**config.mk**
```make
export PLATFORM = sky130hd
export DESIGN_NAME = fft_energy_calc
export DESIGN_NICKNAME = d
export VERILOG_FILES = /design/src/rtl/fft_energy_calc.sv
export SDC_FILE = /design/constraint.sdc
export NUM_CORES = 1
export LEC_CHECK = 0
export CAP_MARGIN = 20
export CORE_UTILIZATION = 52
export CTS_CLUSTER_DIAMETER = 30
export DETAILED_ROUTE_END_ITERATION = 10
export HOLD_SLACK_MARGIN = 0.06
export MAX_ROUTING_LAYER = met4
export PLACE_DENSITY_LB_ADDON = 0.3
export SLEW_MARGIN = 20
export SYNTH_ARGS = -nofsm -noshare
export SYNTH_HDL_FRONTEND = slang
export SYNTH_SLANG_ARGS = --single-unit
export TNS_END_PERCENT = 10
```
**constraint.sdc**
```tcl
create_clock -name aclk -period 12.55 [get_ports aclk]
set_clock_uncertainty 0.05 [all_clocks]
set_input_delay 3.1375 -clock aclk [delete_from_list [all_inputs] [get_ports aclk]]
set_output_delay 3.1375 -clock aclk [all_outputs]
set_load 0.05 [all_outputs]
```
**src/rtl/fft_energy_calc.sv**
```systemverilog
// Per-bin energy (re^2 + im^2) of the FFT output stream, at most one bin every two cycles,
// with a frame-alignment check of tlast against the bin counter.
module fft_energy_calc #(
  parameter int FFT_DATA_WIDTH   = 32,
  parameter int ENRGY_DATA_WIDTH = 40,
  parameter int NUM_FFT_PTS      = 16
) (
  input  logic                        aclk,
  input  logic                        aresetn,
  input  logic [FFT_DATA_WIDTH-1:0]   s_axis_fft_tdata,
  input  logic                        s_axis_fft_tvalid,
  input  logic                        s_axis_fft_tlast,
  output logic                        s_axis_fft_tready,
  output logic [ENRGY_DATA_WIDTH-1:0] energy,
  output logic                        e_ready,
  output logic                        frame_err,
  output logic [7:0]                  bin_idx
);

  localparam int         HW       = FFT_DATA_WIDTH / 2;
  localparam int         PW       = 2 * HW;
  localparam logic [7:0] LAST_BIN = 8'(NUM_FFT_PTS - 1);

  // state  | meaning
  // HOLD   | tready low; entered out of reset and after every accept
  // ACCEPT | tready high, waiting for tvalid
  typedef enum logic {
    HOLD   = 1'b0,
    ACCEPT = 1'b1
  } in_state_e;

  in_state_e                   state_q, state_d;
  logic signed [HW-1:0]        re_q, re_d;
  logic signed [HW-1:0]        im_q, im_d;
  logic                        v1_q, v1_d;
  logic [PW-1:0]               sq_re_q, sq_re_d;
  logic [PW-1:0]               sq_im_q, sq_im_d;
  logic                        v2_q, v2_d;
  logic [ENRGY_DATA_WIDTH-1:0] energy_q, energy_d;
  logic                        e_ready_q, e_ready_d;
  logic                        frame_err_q, frame_err_d;
  logic [7:0]                  bin_cnt_q, bin_cnt_d;

  logic                        handshake;
  logic                        at_last_bin;
  logic signed [PW-1:0]        prod_re;
  logic signed [PW-1:0]        prod_im;
  logic [PW-1:0]               sum_sq;

  assign handshake   = s_axis_fft_tvalid && (state_q == ACCEPT);
  assign at_last_bin = (bin_cnt_q == LAST_BIN);

  always_comb begin
    state_d     = state_q;
    re_d        = re_q;
    im_d        = im_q;
    v1_d        = handshake;
    sq_re_d     = sq_re_q;
    sq_im_d     = sq_im_q;
    v2_d        = v1_q;
    energy_d    = energy_q;
    e_ready_d   = v2_q;
    frame_err_d = 1'b0;
    bin_cnt_d   = bin_cnt_q;
    prod_re     = re_q * re_q;
    prod_im     = im_q * im_q;
    sum_sq      = sq_re_q + sq_im_q;

    unique case (state_q)
      HOLD:   state_d = ACCEPT;
      ACCEPT: if (s_axis_fft_tvalid) state_d = HOLD;
      default: state_d = HOLD;
    endcase

    if (handshake) begin
      re_d = s_axis_fft_tdata[HW-1:0];
      im_d = s_axis_fft_tdata[FFT_DATA_WIDTH-1:HW];
      // Any tlast, expected or early, and any last bin, with or without tlast, restarts the frame.
      frame_err_d = (s_axis_fft_tlast != at_last_bin);
      bin_cnt_d   = (s_axis_fft_tlast || at_last_bin) ? 8'd0 : bin_cnt_q + 8'd1;
    end

    if (v1_q) begin
      sq_re_d = $unsigned(prod_re);
      sq_im_d = $unsigned(prod_im);
    end

    if (v2_q) begin
      energy_d = ENRGY_DATA_WIDTH'(sum_sq);
    end
  end

  always_ff @(posedge aclk or negedge aresetn) begin
    if (!aresetn) begin
      state_q     <= HOLD;
      re_q        <= '0;
      im_q        <= '0;
      v1_q        <= 1'b0;
      sq_re_q     <= '0;
      sq_im_q     <= '0;
      v2_q        <= 1'b0;
      energy_q    <= '0;
      e_ready_q   <= 1'b0;
      frame_err_q <= 1'b0;
      bin_cnt_q   <= 8'd0;
    end else begin
      state_q     <= state_d;
      re_q        <= re_d;
      im_q        <= im_d;
      v1_q        <= v1_d;
      sq_re_q     <= sq_re_d;
      sq_im_q     <= sq_im_d;
      v2_q        <= v2_d;
      energy_q    <= energy_d;
      e_ready_q   <= e_ready_d;
      frame_err_q <= frame_err_d;
      bin_cnt_q   <= bin_cnt_d;
    end
  end

  assign s_axis_fft_tready = (state_q == ACCEPT);
  assign energy            = energy_q;
  assign e_ready           = e_ready_q;
  assign frame_err         = frame_err_q;
  assign bin_idx           = bin_cnt_q;

endmodule

```
# Word-level counts from Yosys, hierarchy flattened
# Index checks and enable logic that the tools add are counted.
# word_totals
reg_bits	141
latch_bits	0
ramBits	0
mem_bits_ro	0
inputBits	36
wordCells	24
n_memories	0
# classes
addsub	2
multipliers	2
n_div	0
magnitude_cmp	0
n_eq_ne	2
shift	0
mux	4
bitwise_logic	1
reduce_logical	2
# ops
operator	n
$mul 16x16->32	2
$add 32x32->32	1
$add 8x1->8 const B	1
$eq 8x4->1 const B	1
$mux 8	1
$mux 1	2
$pmux 1 s2	1
$logic_and 1x1->1	1
$logic_or 1x1->1	1
$ne 1x1->1	1
$not 1->1	1

# Depth between registers and ports, before layout
# Gate-level depths: netlist of the first run.
# depth
ltp_word	3
depth_mapped	25
depth_no_buf	23

# Worst setup path before layout of the first run
# No wires, ideal clock.
# synth_timing
kind	register -> register
startpoint	register im_q[15]
endpoint	register sq_im_q[30]
setup_time_ns	0.087
t_arrival_ns	5.905
required_time_ns	12.413
setup_slack_ns	6.508
stages_incl_launch_ff	20
n_path_buf	1
synth_period_minus_slack_ns	6.042
path_cell_list	dfrtp_1 -> clkbuf_1 -> clkinv_1 -> nor2_1 -> fa_1 -> fa_1 -> fa_1 -> fa_1 -> fa_1 -> inv_1 -> fa_1 -> inv_1 -> ha_1 -> a21o_1 -> a21o_1 -> a21oi_1 -> o22a_1 -> o211ai_1 -> a2111o_1 -> o211ai_1
# synth_via
elab_chain_len	1
# synth_lines
element	line	source
start: declaration	34	logic signed [HW-1:0] im_q, im_d;
start signal: assignment	109	im_q <= im_d;
$mul 16x16->32	66	prod_im = im_q * im_q;
end signal: assignment	112	sq_im_q <= sq_im_d;
end: declaration	37	logic [PW-1:0] sq_im_q, sq_im_d;
# Every way passes these cells.
# A chain may end at the register's enable or synchronous reset.

# Final worst setup path of the first run
# layout_timing
startpoint	register re_q[15]
endpoint	register sq_re_q[31]
# layout_via
elab_chain_len	1
# layout_lines
element	line	source
start: declaration	33	logic signed [HW-1:0] re_q, re_d;
start signal: assignment	108	re_q <= re_d;
$mul 16x16->32	65	prod_re = re_q * re_q;
end signal: assignment	111	sq_re_q <= sq_re_d;
end: declaration	36	logic [PW-1:0] sq_re_q, sq_re_d;
# Every way passes these cells.

==> reports/metrics.yaml, run 1 <==
via_count: 17200
worst_hold_path_type: "register to register"
count_of_flip_flops_with_a_built_in_enable_after_synthesis: 0
post-cts-setup-buffer-count: 0
buffer_ports.inserted: 78
syn_area_um2: 24500
worst-path-buf-inv: 3
timing.critical_path.depth: 19
max_cap_viol_count: 0
launching_element_type_of_the_critical_path: "register"
chip_height_um: 219
grt.met1_usage_pct: 31.1
worst-r2r-setup-slack_ns: 5.31
drt_first_iter_violations: 852
global_route.peak_usage_layer: "met2"
hpwlAfterDp_um: 42800
critical_path_class: "register to register"
core_um2: 46600
dpl_cell_area_um2: 25800
first_global_vias: 18900
clock_sinks: 139
tritoncts: "yes"
run_status: "finished clean"
route.detailed.drc: 0
highest_net_fanout_along_the_worst_path: 17
cts.clk_slew.worst_paths_ns: 0.07
timing.rr.start: "re_q[15]"
critical-path-max-stage-delay_ns: 0.86
routed_wirelength_um: 52200
grt_overflow_total: 0
cp_data_arrival_time_ns: 7.55
worstSetupEndpoint: "sq_re_q[31]"
grt_setup_unrepaired: "no"
maximum_frequency_from_static_timing_analysis_mhz: 138
antenna_diodes: 0
grt_antenna_before_repair: 0
fin_tns_setup_ns: 0
layout-area-overhead-vs-synth_pct: 7.65
cts.repair.resized: 0
groute.layer.met3.usage_pct: 3.88
worst_path_max_delay_cell: "fa_1"
dieArea_um2: 48000
route.detailed.wl_per_inst_um: 16.3
fp-row-count: 79
final_core_utilization_pct: 56.6
num_io_pins: 87
critical_path.startpoint: "re_q[15]"
post-route-period-util_pct: 57.7
timing_worst_slew_pin_value_ns: 0.913
worst-r2r-cell-count: 19
synthesis_warning_total: 0
initial_utilization_pct: 52.6
tritoncts.num_buffers: 17
grt_first_pass_wirelength_um: 90600
insertion_delay_ns: 0.48
final_antenna_net_count: 0
syn_avg_cell_area_um2: 9.56
worstSetupEndpointType: "register"
clockRootBuffer: "clkbuf_16"
grt_start_max_net_pins: 82
synth.ff_latch_count: 139
routability_congestion_estimate_from_global_placement: 0.908
hold_path.startpoint: "energy[27]"
regToRegEndpoint: "sq_re_q[31]"
clockBufferDepth: 2
finalHoldViolations: 0
detail_route.first_pass.iterations: 7
chipWidth_um: 219
path_delay_family: "adder cells"
crit_path_cell_trace: "clkinv_1 -> nor2_1 -> fa_1 -> fa_1 -> fa_1 -> fa_1 -> fa_1 -> inv_1 -> fa_1 -> inv_1 -> ha_1 -> o21a_1 -> nor2_1 -> and4b_1 -> o211ai_1 -> nand2_1 -> a2111oi_1 -> nor3_1 -> nand3b_1"
postSynthCellCount: 2562
report.final.setup_viol: 0
critPathMostFrequentCell: "fa_1"
post_synth_num_cell_types: 74
slew_viol_final: 0
grt_util_met2_pct: 41.6
ys_flop_type: "dfrtp_1"
finish.net_count: 3306
crit_required_ns: 12.86
groute.usage.overall_pct: 24.7
area_share_of_the_largest_cell_type_after_synthesis_pct: 38.2
maxSlewHeadroom_pct: 39.1
htree_levels: 4
netlist_top_cells_area: "fa_1 (38%), dfrtp_1 (14%), ha_1 (11%), inv_1 (10%), nand2_1 (3.6%)"
final.min_clock_period_ns: 7.24
ys_seq_area_share_pct: 14.2
drive_gt1_share_pct: 5.34
ys_async_sr_fraction_pct: 100
final_cell_area_um2: 26400
cts_hold_buf: 0
post-synth-top-area-cell: "fa_1"
drt-vias-per-instance: 5.35
-- synthesized netlist by cell type (7+ instances only) --
master    instances
inv_1           662
fa_1            468
nand2_1         235
ha_1            211
dfrtp_1         139
nor2_1           94
and2_1           84
a21oi_1          71
xnor2_1          70
mux2_2           69
clkbuf_1         64
o21ai_0          52
a21o_1           28
xor2_1           27
nand3_1          26
and3_1           17
a31o_2           15
o211ai_1         14
o21a_1           14
nor2b_1          13
a211oi_1         12
nor3_1           11
o31ai_1          11
nand2b_1         10
buf_1             8
buf_4             8
a21boi_0          7
a31oi_1           7
nand4_1           7
or3_1             7
-- logic make-up (layout without fill, tap and decap cells) --
kind of cell             count (synthesis)  after routing  synth area share [%]
adder cells (fa/ha/maj)                679            679                  49.0
other                                    1              8                0.0153
AND/OR/NAND/NOR                        534            534                  10.3
flip-flops                             139            139                  14.2
multiplexers                            72             72                  3.29
XOR/XNOR                                97             97                  3.47
AO/OA/AOI/OAI                          292            292                  8.14
buffers and inverters                  748            783                  11.6
-- metrics by stage --
step           worst slack (ns)  cells  hold WS [ns]
3_3_place_gp               5.58   3179         0.428
6_report                   5.31   3211         0.445
5_1_grt                    4.87   3211         0.472
2_1_floorplan              6.51   2569         0.302
4_1_cts                    5.31   3211         0.448
3_5_place_dp               5.32   3179         0.436
-- cell type report --
type	count	area (µm²)
clock buffers	18	439
clock inverters	14	158
fillers	4052	20200
inverters	668	2510
multi-input cells	1682	18200
flip-flops and latches	139	3480
well taps	607	759
repair buffers	83	820
-- registers in the layout (all words and copies together) (netlist names), 8 cells and up --
register and cells:
energy 32, sq_re_q 31, bin_idx 8, im_q 16, sq_im_q 31, re_q 16
-- worst min path at each step --
| stage | end | cells past startpoint | slack, ns |
|---|---|---|---|
| after CTS | energy[27] | 2 | 0.45 |
| after floorplan | e_ready | 0 | 0.30 |
| after global placement | energy[27] | 2 | 0.43 |
| final | energy[27] | 2 | 0.44 |
| after detailed placement | sq_im_q[6] | 2 | 0.44 |
| after global routing | sq_im_q[6] | 2 | 0.47 |
-- metal layers --
metal / share of wire [%] / vias up / routed length, µm
met4: 2.0 / 0 / 1020
met3: 5.0 / 72 / 2610
met1: 42 / 8777 / 22000
li1: - / 7898 / -
met2: 51 / 416 / 26600
met5: 0 / - / 0
-- cells in the final DEF (no fill, tap or decap), types with 7 or more instances in the layout --
cell type / instances
dfrtp_1: 138
o211ai_1: 14
a21o_1: 28
fa_1: 468
nor3_1: 11
clkbuf_16: 17
nor2b_1: 13
conb_1: 8
ha_1: 211
nand2b_1: 10
clkdlybuf4s50_1: 77
nor2_1: 94
mux2_2: 69
o21a_1: 14
a211oi_1: 12
a31o_2: 15
and2_1: 84
or3_1: 7
o21ai_0: 52
nand3_1: 26
a21boi_0: 7
a31oi_1: 7
o31ai_1: 11
and3_1: 17
xnor2_1: 70
a21oi_1: 71
inv_1: 661
xor2_1: 27
nand2_1: 235
nand4_1: 7
-- worst register-to-register path: cells and delay by family, from the launching register on --
family	cells	cell delay (ns)
flops	1	0.68
simple gates	6	1.19
compound gates	3	0.68
fa+ha+maj	7	3.80
buf+inv	3	0.73
Power of run 1 is left out: the tool's default activity adds up to more than one toggle a clock period on the data nets, which glitch-free logic cannot reach.
==> run 2, diff against run 1 <==
clock period = 6.1 ns   (was 12.55 ns; I/O delays follow)
==> run 2 against run 1 <==
Net effect:
- clock-buffer cell count rose by 1
- non-clock buffer count rose by 182
- critical endpoint is now sq_re_q[29]
- routed wire length increased by 4.6%
- final cell count is 5.7% higher
- utilization is 3.8 points higher
==> reports/metrics.yaml, run 2 (synthesis gave the netlist of run 1 again) <==
critical_path_class: "register to register"
finalHoldViolations: 0  # unchanged
buffer_ports.inserted: 78  # unchanged
clock_sinks: 139  # unchanged
clockBufferDepth: 2  # unchanged
hold_end: "energy[24]"
worst_hold_path_type: "register to register"
slew_viol_final: 0  # unchanged
timing.rr.start: "re_q[5]"
layout-area-overhead-vs-synth_pct: 14.8
max_cap_viol_count: 0  # unchanged
maxSlewHeadroom_pct: 42.7  # +3.6 points
grt_overflow_total: 0  # unchanged
fp-row-count: 79  # unchanged
routability_congestion_estimate_from_global_placement: 0.928  # +2.2%
finish.net_count: 3488  # +5.5%
tritoncts: "yes"
insertion_delay_ns: 0.47  # about the same
hpwlAfterDp_um: 45000  # +5.2%
drive_gt1_share_pct: 14.2  # +8.9 points
drt_first_iter_violations: 813  # -4.6%
regToRegEndpoint: "sq_re_q[29]"
dpl_cell_area_um2: 27100  # +5.0%
crit_path_cell_trace: "buf_6 -> and2_1 -> buf_4 -> fa_1 -> fa_1 -> fa_2 -> inv_1 -> fa_1 -> inv_1 -> fa_1 -> inv_1 -> fa_1 -> inv_1 -> ha_4 -> and4_4 -> buf_4 -> and4b_1 -> o211ai_1 -> buf_4 -> nand2_4 -> buf_4 -> a211oi_2 -> or4_1 -> nand4_1"
htree_levels: 4  # unchanged
grt_start_max_net_pins: 76  # -7.3%
detail_route.first_pass.iterations: 5  # -2
cts.clk_slew.worst_paths_ns: 0.07  # about the same
launching_element_type_of_the_critical_path: "register"
groute.usage.overall_pct: 25.3  # +0.55 points
tritoncts.num_buffers: 17  # unchanged
clockRootBuffer: "clkbuf_16"
grt_setup_unrepaired: "yes"
cts_hold_buf: 0  # unchanged
route.detailed.drc: 0  # unchanged
chip_height_um: 219  # unchanged
grt_antenna_before_repair: 0  # unchanged
maximum_frequency_from_static_timing_analysis_mhz: 166  # +20%
dieArea_um2: 48000  # unchanged
mostFrequentLayoutCell: "inv_1"
num_io_pins: 87  # unchanged
crit_required_ns: 6.45  # -6.41 ns
hold_depth: 2  # unchanged
worst_path_max_delay_cell: "fa_1"
critPathMostFrequentCell: "fa_1"
antenna_diodes: 0  # unchanged
final_antenna_net_count: 0  # unchanged
core_um2: 46600  # unchanged
initial_utilization_pct: 52.6  # unchanged
grt_first_pass_wirelength_um: 92900  # +2.6%
highest_net_fanout_along_the_worst_path: 6  # -11
flip_flop_count_of_the_largest_register_all_copies_and_words_added: 32  # unchanged
final.min_clock_period_ns: 6.03  # -1.21 ns
drt-vias-per-instance: 5.27  # -1.3%
cp_data_arrival_time_ns: 6.38  # -1.17 ns
worst-r2r-setup-slack_ns: 0.07  # -5.24 ns
hold_path.startpoint: "energy[24]"
most_frequent_cells_in_the_layout: "inv_1 (661), fa_1 (462), nand2_1 (229)"
via_count: 17900  # +4.3%
routed_wirelength_um: 54600  # +4.6%
timing_worst_slew_pin_value_ns: 0.859  # -0.0542 ns
nFillCells: 3924  # -3.2%
run_status: "finished clean"
worst-r2r-cell-count: 24  # +5
chipWidth_um: 219  # unchanged
worstSetupEndpointType: "register"
post-route-period-util_pct: 98.8  # +41 points
first_global_vias: 19500  # +3.0%
critical-path-max-stage-delay_ns: 0.60  # -0.26 ns
report.final.setup_viol: 0  # unchanged
route.detailed.wl_per_inst_um: 16.1  # -1.0%
final_cell_area_um2: 28100  # +6.7%
-- run 2: cell count changes in the layout (fill, tap and decap cells not counted), moves of 7 or more --
cell / previous run / this run
o21ai_0: 52 / 45
nor2_2: 0 / 8
buf_4: 5 / 172
nor2_1: 94 / 86
ha_4: 0 / 11
dfrtp_1: 138 / 119
a211oi_1: 12 / 5
dfrtp_2: 1 / 20
ha_1: 211 / 198
buf_6: 1 / 13
-- run 2: per-layer routing --
layer	up-vias	global-route usage, %	share of wire (%)
met3	76	3.49	4.1
met5	-	-	0
met1	9245	32.3	43
met4	0	6.97	2.0
met2	332	42.3	51
li1	8245	-	-
-- run 2: area by class of cell --
cell class              instances  area, µm²  share of cell area (%)
clock inverters                13        116                   0.414
inverters                     668       2510                    8.91
clock buffers                  19        443                    1.57
flip-flops and latches        139       3500                    12.5
well taps                     607        759                    2.70
multi-input cells            1682      18500                    65.9
repair buffers                265       2250                    8.01
-- run 2: repair_timing --
action	CTS	global route
setup buffers	1	13
resized for setup	24	84
pin swaps	6	23
endpoints found under the setup margin	14	30
-- run 2: how the worst max path moves through the flow --
stage / startpoint / to / slack (ns)
floorplan: im_q[15] / sq_im_q[30] / 0.06
global placement: re_q[9] / sq_re_q[31] / -0.06
detailed placement: re_q[9] / sq_re_q[31] / -0.20
CTS: re_q[2] / sq_re_q[29] / -0.03
global route: re_q[9] / sq_re_q[29] / -0.13
finish: re_q[5] / sq_re_q[29] / 0.07
-- run 2: worst max-delay path: cells and delay by family (launching register included) --
family | cells | cell delay (ns)
flip-flops | 1 | 0.45
AND/OR/NAND/NOR | 6 | 1.23
adder cells (fa/ha/maj) | 7 | 3.11
AO/OA/AOI/OAI | 2 | 0.16
buffers and inverters | 9 | 0.94
-- run 2: stage by stage --
| step | TNS, ns | hold WS [ns] | worst slack [ns] | cells | utilization (%) |
|---|---|---|---|---|---|
| floorplan | 0 | 0.302 | 0.0584 | 2569 | - |
| CTS | -0.0394 | 0.446 | -0.0310 | 3380 | 59.5 |
| global route | -0.735 | 0.464 | -0.130 | 3393 | 60.4 |
| finish | 0 | 0.442 | 0.0742 | 3393 | 60.4 |
| detailed placement | -0.808 | 0.427 | -0.199 | 3347 | 58.1 |
| global placement | -0.131 | 0.422 | -0.0578 | 3347 | 58.1 |
Power of run 2 is left out for the same reason.
==> run 3, diff against run 2 <==
ABC_CLOCK_PERIOD_IN_PS = 6100   (was not set)
==> results of run 3 <==
The final DEF is identical to that of run 2; final timing and power are the same.
Power of run 3 is left out for the same reason.
